==> config.mk <==
export PLATFORM = sky130hd
export DESIGN_NAME = fetch_stage_flat
export DESIGN_NICKNAME = d
export VERILOG_FILES = /design/src/rtl/fetch_stage_if.sv /design/src/rtl/fetch_stage.sv /design/src/flat_wrapper.sv
export SDC_FILE = /design/constraint.sdc
export NUM_CORES = 1
export LEC_CHECK = 0
export ABC_AREA = 1
export CORE_MARGIN = 4
export CORE_UTILIZATION = 41
export DETAILED_ROUTE_END_ITERATION = 6
export GPL_TIMING_DRIVEN = 0
export PLACE_DENSITY = 0.77
export RECOVER_POWER = 100
export SLEW_MARGIN = 25
export SYNTH_ARGS = -nofsm -noshare
export SYNTH_HDL_FRONTEND = slang
export SYNTH_SLANG_ARGS = --single-unit
export TNS_END_PERCENT = 50
==> constraint.sdc <==
create_clock -name clk -period 1.6 [get_ports clk]
set_input_delay 0.4 -clock clk [delete_from_list [all_inputs] [get_ports clk]]
set_output_delay 0.4 -clock clk [all_outputs]
set_load 0.1 [all_outputs]
==> src/rtl/fetch_stage_if.sv <==
// Instruction-memory bus between the fetch stage and a variable-latency imem.
// One request per PC, response strobe arrives at least one cycle later.
interface fetch_stage_if;
    logic        inst_req;
    logic [31:0] inst_addr;
    logic [31:0] inst_rdata;
    logic        inst_data_ok;

    modport master (
        output inst_req,
        output inst_addr,
        input  inst_rdata,
        input  inst_data_ok
    );

    modport slave (
        input  inst_req,
        input  inst_addr,
        output inst_rdata,
        output inst_data_ok
    );
endinterface

==> src/rtl/fetch_stage.sv <==
// IF stage plus IF/ID register: owns the PC, runs one fetch at a time against a
// variable-latency imem, buffers a response that lands while F is stalled.
module fetch_stage #(
    parameter logic [31:0] RESET_PC  = 32'h0000_0000,
    parameter logic [31:0] NOP_INSTR = 32'h0000_0000
) (
    input  logic          clk,
    input  logic          rst,
    input  logic          stallF,
    input  logic          stallD,
    input  logic          pcsrcD,
    input  logic [31:0]   pcbranchD,
    input  logic          jumpD,
    input  logic [31:0]   pcjumpD,
    fetch_stage_if.master imem,
    output logic [31:0]   pcF,
    output logic [31:0]   instrD,
    output logic [31:0]   pcplus4D,
    output logic          validD,
    output logic          imem_stall
);

    typedef enum logic [1:0] {
        S_REQ  = 2'd0,
        S_WAIT = 2'd1,
        S_HELD = 2'd2
    } state_t;

    state_t      r_state;
    logic [31:0] r_pc;
    logic [31:0] r_ibuf;
    logic [31:0] r_instrD;
    logic [31:0] r_pcplus4D;
    logic        r_validD;

    logic [31:0] w_fetched;
    logic [31:0] w_pcplus4F;
    logic [31:0] w_pcnext;
    logic        w_imem_stall;
    logic        w_advance;
    logic        w_redirect;

    always_comb begin
        w_fetched    = r_ibuf;
        w_imem_stall = 1'b1;
        if (r_state == S_WAIT) begin
            w_fetched    = imem.inst_rdata;
            w_imem_stall = ~imem.inst_data_ok;
        end else if (r_state == S_HELD) begin
            w_imem_stall = 1'b0;
        end
    end

    // Jump wins over branch; carry out of PC+4 is dropped so the PC wraps.
    assign w_pcplus4F = r_pc + 32'd4;
    assign w_redirect = pcsrcD | jumpD;
    assign w_pcnext   = jumpD  ? pcjumpD   :
                        pcsrcD ? pcbranchD : w_pcplus4F;
    assign w_advance  = ~w_imem_stall & ~stallF;

    always_ff @(posedge clk) begin
        if (rst) begin
            r_state    <= S_REQ;
            r_pc       <= RESET_PC;
            r_ibuf     <= '0;
            r_instrD   <= NOP_INSTR;
            r_pcplus4D <= '0;
            r_validD   <= 1'b0;
        end else begin
            case (r_state)
                S_REQ:  r_state <= S_WAIT;
                S_WAIT: begin
                    if (imem.inst_data_ok) begin
                        if (stallF) begin
                            r_ibuf  <= imem.inst_rdata;
                            r_state <= S_HELD;
                        end else begin
                            r_state <= S_REQ;
                        end
                    end
                end
                S_HELD: if (!stallF) r_state <= S_REQ;
                default: r_state <= S_REQ;
            endcase

            if (w_advance) r_pc <= w_pcnext;

            // Redirect squashes the wrong-path word; no advance pushes a bubble.
            if (!stallD) begin
                if (w_advance) begin
                    r_pcplus4D <= w_pcplus4F;
                    if (w_redirect) begin
                        r_instrD <= NOP_INSTR;
                        r_validD <= 1'b0;
                    end else begin
                        r_instrD <= w_fetched;
                        r_validD <= 1'b1;
                    end
                end else begin
                    r_instrD <= NOP_INSTR;
                    r_validD <= 1'b0;
                end
            end
        end
    end

    assign imem.inst_req  = (r_state == S_REQ) && !rst;
    assign imem.inst_addr = r_pc;
    assign pcF            = r_pc;
    assign instrD         = r_instrD;
    assign pcplus4D       = r_pcplus4D;
    assign validD         = r_validD;
    assign imem_stall     = w_imem_stall;

endmodule

==> src/flat_wrapper.sv <==
// flat-port wrapper written by rule: the top's interface ports become plain ports
module fetch_stage_flat 
#(
    parameter logic [31:0] RESET_PC  = 32'h0000_0000,
    parameter logic [31:0] NOP_INSTR = 32'h0000_0000
)
  (clk, rst, stallF, stallD, pcsrcD, pcbranchD, jumpD, pcjumpD, pcF, instrD, pcplus4D, validD, imem_stall, imem_inst_req, imem_inst_addr, imem_inst_rdata, imem_inst_data_ok);
  fetch_stage_if imem_i ();
  input  logic clk;
  input  logic rst;
  input  logic stallF;
  input  logic stallD;
  input  logic pcsrcD;
  input  logic [31:0] pcbranchD;
  input  logic jumpD;
  input  logic [31:0] pcjumpD;
  output logic [31:0] pcF;
  output logic [31:0] instrD;
  output logic [31:0] pcplus4D;
  output logic validD;
  output logic imem_stall;
  output wire logic [$bits(imem_i.inst_req)-1:0] imem_inst_req;
  output wire logic [$bits(imem_i.inst_addr)-1:0] imem_inst_addr;
  input wire logic [$bits(imem_i.inst_rdata)-1:0] imem_inst_rdata;
  input wire logic [$bits(imem_i.inst_data_ok)-1:0] imem_inst_data_ok;
  assign imem_inst_req = imem_i.inst_req;
  assign imem_inst_addr = imem_i.inst_addr;
  assign imem_i.inst_rdata = imem_inst_rdata;
  assign imem_i.inst_data_ok = imem_inst_data_ok;
  fetch_stage #(.RESET_PC(RESET_PC), .NOP_INSTR(NOP_INSTR)) u_core (.clk(clk), .rst(rst), .stallF(stallF), .stallD(stallD), .pcsrcD(pcsrcD), .pcbranchD(pcbranchD), .jumpD(jumpD), .pcjumpD(pcjumpD), .imem(imem_i), .pcF(pcF), .instrD(instrD), .pcplus4D(pcplus4D), .validD(validD), .imem_stall(imem_stall));
endmodule
Word level (Yosys, flattened, before mapping)
Cells that the tools add are included.

storage, ports and cells
  register bits after elaboration = 131
  input bits = 103
  output and inout port bits = 131
  word-level logic and storage cells = 36

operators by class
  $add $sub $neg = 1
  equal/unequal tests = 4
  muxes and demuxes = 13
  bitwise gates (word level) = 6
  reductions and logical operators = 6

operators with widths
  kind                   count
  $mux 32                5
  $add 32x3->32 const B  1
  $mux 2                 3
  $pmux 2 s3             1
  $mux 1                 4
  $ne 2x2->1 const B     2
  $not 1->1              4
  $reduce_and 2->1       2
  $reduce_and 3->1       1
  $eq 2x1->1 const B     1
  $eq 2x2->1 const B     1
  $logic_not 2->1        1
  $and 1x1->1            1
  $logic_and 1x1->1      1
  $logic_not 1->1        1
  $or 1x1->1             1

Depth between registers and ports, before layout
  word-level depth = 6
  depth in mapped cells = 11
  gate-level depth less buffers = 11

Worst setup path before layout
No wires, ideal clock.

  kind = register to output
  from = register u_core.r_state[0]
  to = output imem_stall
  arrival = 2723 ps
  path slack = -1523 ps
  stages on the path, launching flop included = 4
  path buffers = 0
  path through = dfxtp_1 > inv_1 > nand2_1 > a21boi_0

between the ends
  word-level cells in the longest chain between the ends = 3
  elaborated cells between the ends (all ways) = 4
  those cells by class = eq/ne: 2; mux: 2

ends and longest elaborated chain
  element                 line                text
  start, declared         fetch_stage.sv:29   state_t r_state;
  start signal, assigned  fetch_stage.sv:63   r_state <= S_REQ;
  start signal, assigned  fetch_stage.sv:71   S_REQ: r_state <= S_WAIT;
  start signal, assigned  fetch_stage.sv:76   r_state <= S_HELD;
  $eq 2x2->1              fetch_stage.sv:49   end else if (r_state == S_HELD) begin
  $mux 1                  fetch_stage.sv:49
  $mux 1 *                fetch_stage.sv:46   if (r_state == S_WAIT) begin
  end, declared           flat_wrapper.sv:21  output logic imem_stall;

Every way passes the cells marked *; elsewhere a longest branch is shown, timed or not.

Worst setup path in the final report
  from = register u_core.r_state[1]
  to = output imem_stall

The elaborated chain is that of the path after synthesis.

==> metrics.cfg <==
[timing]
tns_ns=-0.136
fin_ws_ns=-0.0684
clock.fmax_ghz=0.599
drv_slew=0
fin_crit_ns=1.67
finalHoldViolations=0
rsz0062_at_grt=true
worst_pin_slew_ns=0.605
relSlewSlack=0.596
setup_viol=4
finClkSkew_ns=0.00779
holdWs_ns=0.216
fin_crit_sh=1.04

[job]
cap_violations=0

[synthesis]
syn_nets=1067
synthFlopType=dfxtp_1
synth_seq_cells=131
synth_common_cells=nand2_1, nor2_1, dfxtp_1, o21ai_0, a21oi_1
netlist_instances=963
yosysMostFrequentCell=nand2_1
yosys.cell_types.count=33
yosysWarnings=0
synth_area_leaders=dfxtp_1, nand2_1, nor2_1
async_reset_ff_frac=0
synth.yosys.seq_area_share=0.402
syn_area_sq_um=6530
synth_top_area_cell=dfxtp_1
yosys.area.top_type_share=0.402
synth.avg_cell_area_sq_um=6.78
synth_edf_count=0

[status]
status=finished, violations left
violations=negative setup slack

[pwr]
combPwrFrac=0.262
power.density_nw_per_um2=1000
pwr-share-clk=0.381
peakVddDrop_mv=0.728
p_leak_nw=4.46
swShare=0.344
power_switching_w=0.00343
power_w=0.00996
p_int_w=0.00653
p_seq_frac=0.358

[grt]
track_usage=0.247
busiest_layer=met2
antenna_found_initial=0
grt_use_met3=0.0536
grt_pass1_wl_mm=35.5
grt_max_degree=17
grt.met2_usage=0.403
met1_usage=0.329
grt_overflow=0
grt_pass1_vias=6909

[floorplanning]
num_rows=45
core-area_sq_um=15400
ios=234
chipHeight_um=134
die_x_um=134
fp.dieArea_sq_um=18000
initial_core_util=0.425

[place]
io_buffer_count=230
dp.cells=1404
dpl_cell_area_sq_um=9270
gp_congestion=0.962
dp.final_hpwl_mm=17.0

[cells_and_area]
final_cell_area_sq_um=9960
area_delta_synth_final_pct=52.6
fin_nets=1330
drive_above_1_share=0.259
fin_cells=1449
antenna_cells=0

[route]
drtIter0Drc=387
via_count=7225
wl_per_cell_um=15.5
final_antenna_net_count=0
vias_per_cell=4.99
dr.pass1.iters=6
drt_wl_total_mm=22.5
drc=0

[cts]
cts_hold_buf=0
cts_sinks=131
clockBufferDepth=2
cts_tree=yes
ctsRootBufferMaster=clkbuf_16
clk_latency_ns=0.41
clk_pin_slew_worst_paths_ns=0.06
htreeDepth=4
cts_buffers=17

[critical_path]
critical_path_arrival_ns=1.27
path_class=register to output pin
critPathMaxFanout=4
required_ns=1.20
start_kind=register
critPathCaptureType=output pin

[worst_hold_path]
hold_class=primary input to register

worst max-delay path, cell delays in order, from the launching register on:
cell and delay (ns):
dfxtp_4 0.37, nand2_2 0.08, a21boi_4 0.21, buf_12 0.19
registers in the layout, indices dropped and copies added, names as in the netlist:
| signal | flops |
|---|---|
| u_core.imem.inst_addr | 32 |
| u_core.instrD | 32 |
| u_core.pcplus4D | 32 |
| u_core.r_ibuf | 32 |
| u_core.r_state | 2 |
| u_core.validD | 1 |
area by class of cell:
| type | instances | area [sq um] |
|---|---|---|
| plain buffers | 87 | 572 |
| clock buffers | 20 | 478 |
| clock inverters | 11 | 98.8 |
| fillers | 1401 | 5410 |
| inverters | 59 | 226 |
| multi-input cells | 685 | 3380 |
| flip-flops and latches | 131 | 2720 |
| well taps | 211 | 264 |
| repair buffers | 245 | 2210 |
final timing paths:
path,depth (start not counted),end,start,slack [ns]
setup / recovery,3,imem_stall,u_core.r_state[1],-0.07
hold reg to reg,2,u_core.instrD[22],u_core.instrD[22],0.45
setup reg to reg,11,u_core.instrD[2],u_core.r_state[0],-0.01
hold / removal,2,u_core.instrD[23],rst,0.22
per-layer routing:
layer,share of wire,vias up
met3,0.075,31
li1,-,3612
met5,0,-
met2,0.47,246
met1,0.44,3336
met4,0.017,0
power by group through the flow:
stage	logic (W)	registers, W	clock network [W]
floorplan	0.00112	0.00425	0
global placement	0.00251	0.00363	0
detailed placement	0.00252	0.00363	0
CTS	0.00252	0.00356	0.00383
global route	0.00276	0.00358	0.00397
finish	0.00261	0.00356	0.00379
cell usage in the layout, fill, tap and decap left out, drive strengths merged:
cell and count:
a211oi 2, a21boi 2, a21oi 72, a221oi 1, a22o 26, a22oi 2, a31oi 2, and2 2
buf 161, bufinv 1, clkbuf 92, clkdlybuf4s50 98, clkinv 6, dfxtp 131, dlygate4sd2 1, ha 1
inv 63, nand2 270, nand3 17, nand3b 5, nor2 146, nor3 3, o211ai 1, o21a 19
o21ai 99, xnor2 4, xor2 11
through the flow:
step,utilization,worst slack [ns]
2_1_floorplan,-,-0.221
3_3_place_gp,0.603,-1.02
3_5_place_dp,0.603,-1.04
4_1_cts,0.622,-0.131
5_1_grt,0.648,-0.120
6_report,0.648,-0.0684
cell families after synthesis:
group / Yosys count / share of synthesized area
AOI/OAI and AO/OA: 226 / 0.200
xor gates and xnor gates: 15 / 0.0201
adders and majority gates: 1 / 0.00192
buffers and inverters: 147 / 0.108
DFF: 131 / 0.402
and+or+nand+nor: 443 / 0.268
timing repair:
action / 4_1_cts / 5_1_grt
setup endpoints to repair: 258 / 181
cloned: 2 / 0
gates resized for setup: 775 / 135
pin swaps: 1 / 14
setup buffers: 3 / 10
(Power assumes the default switching activity.)
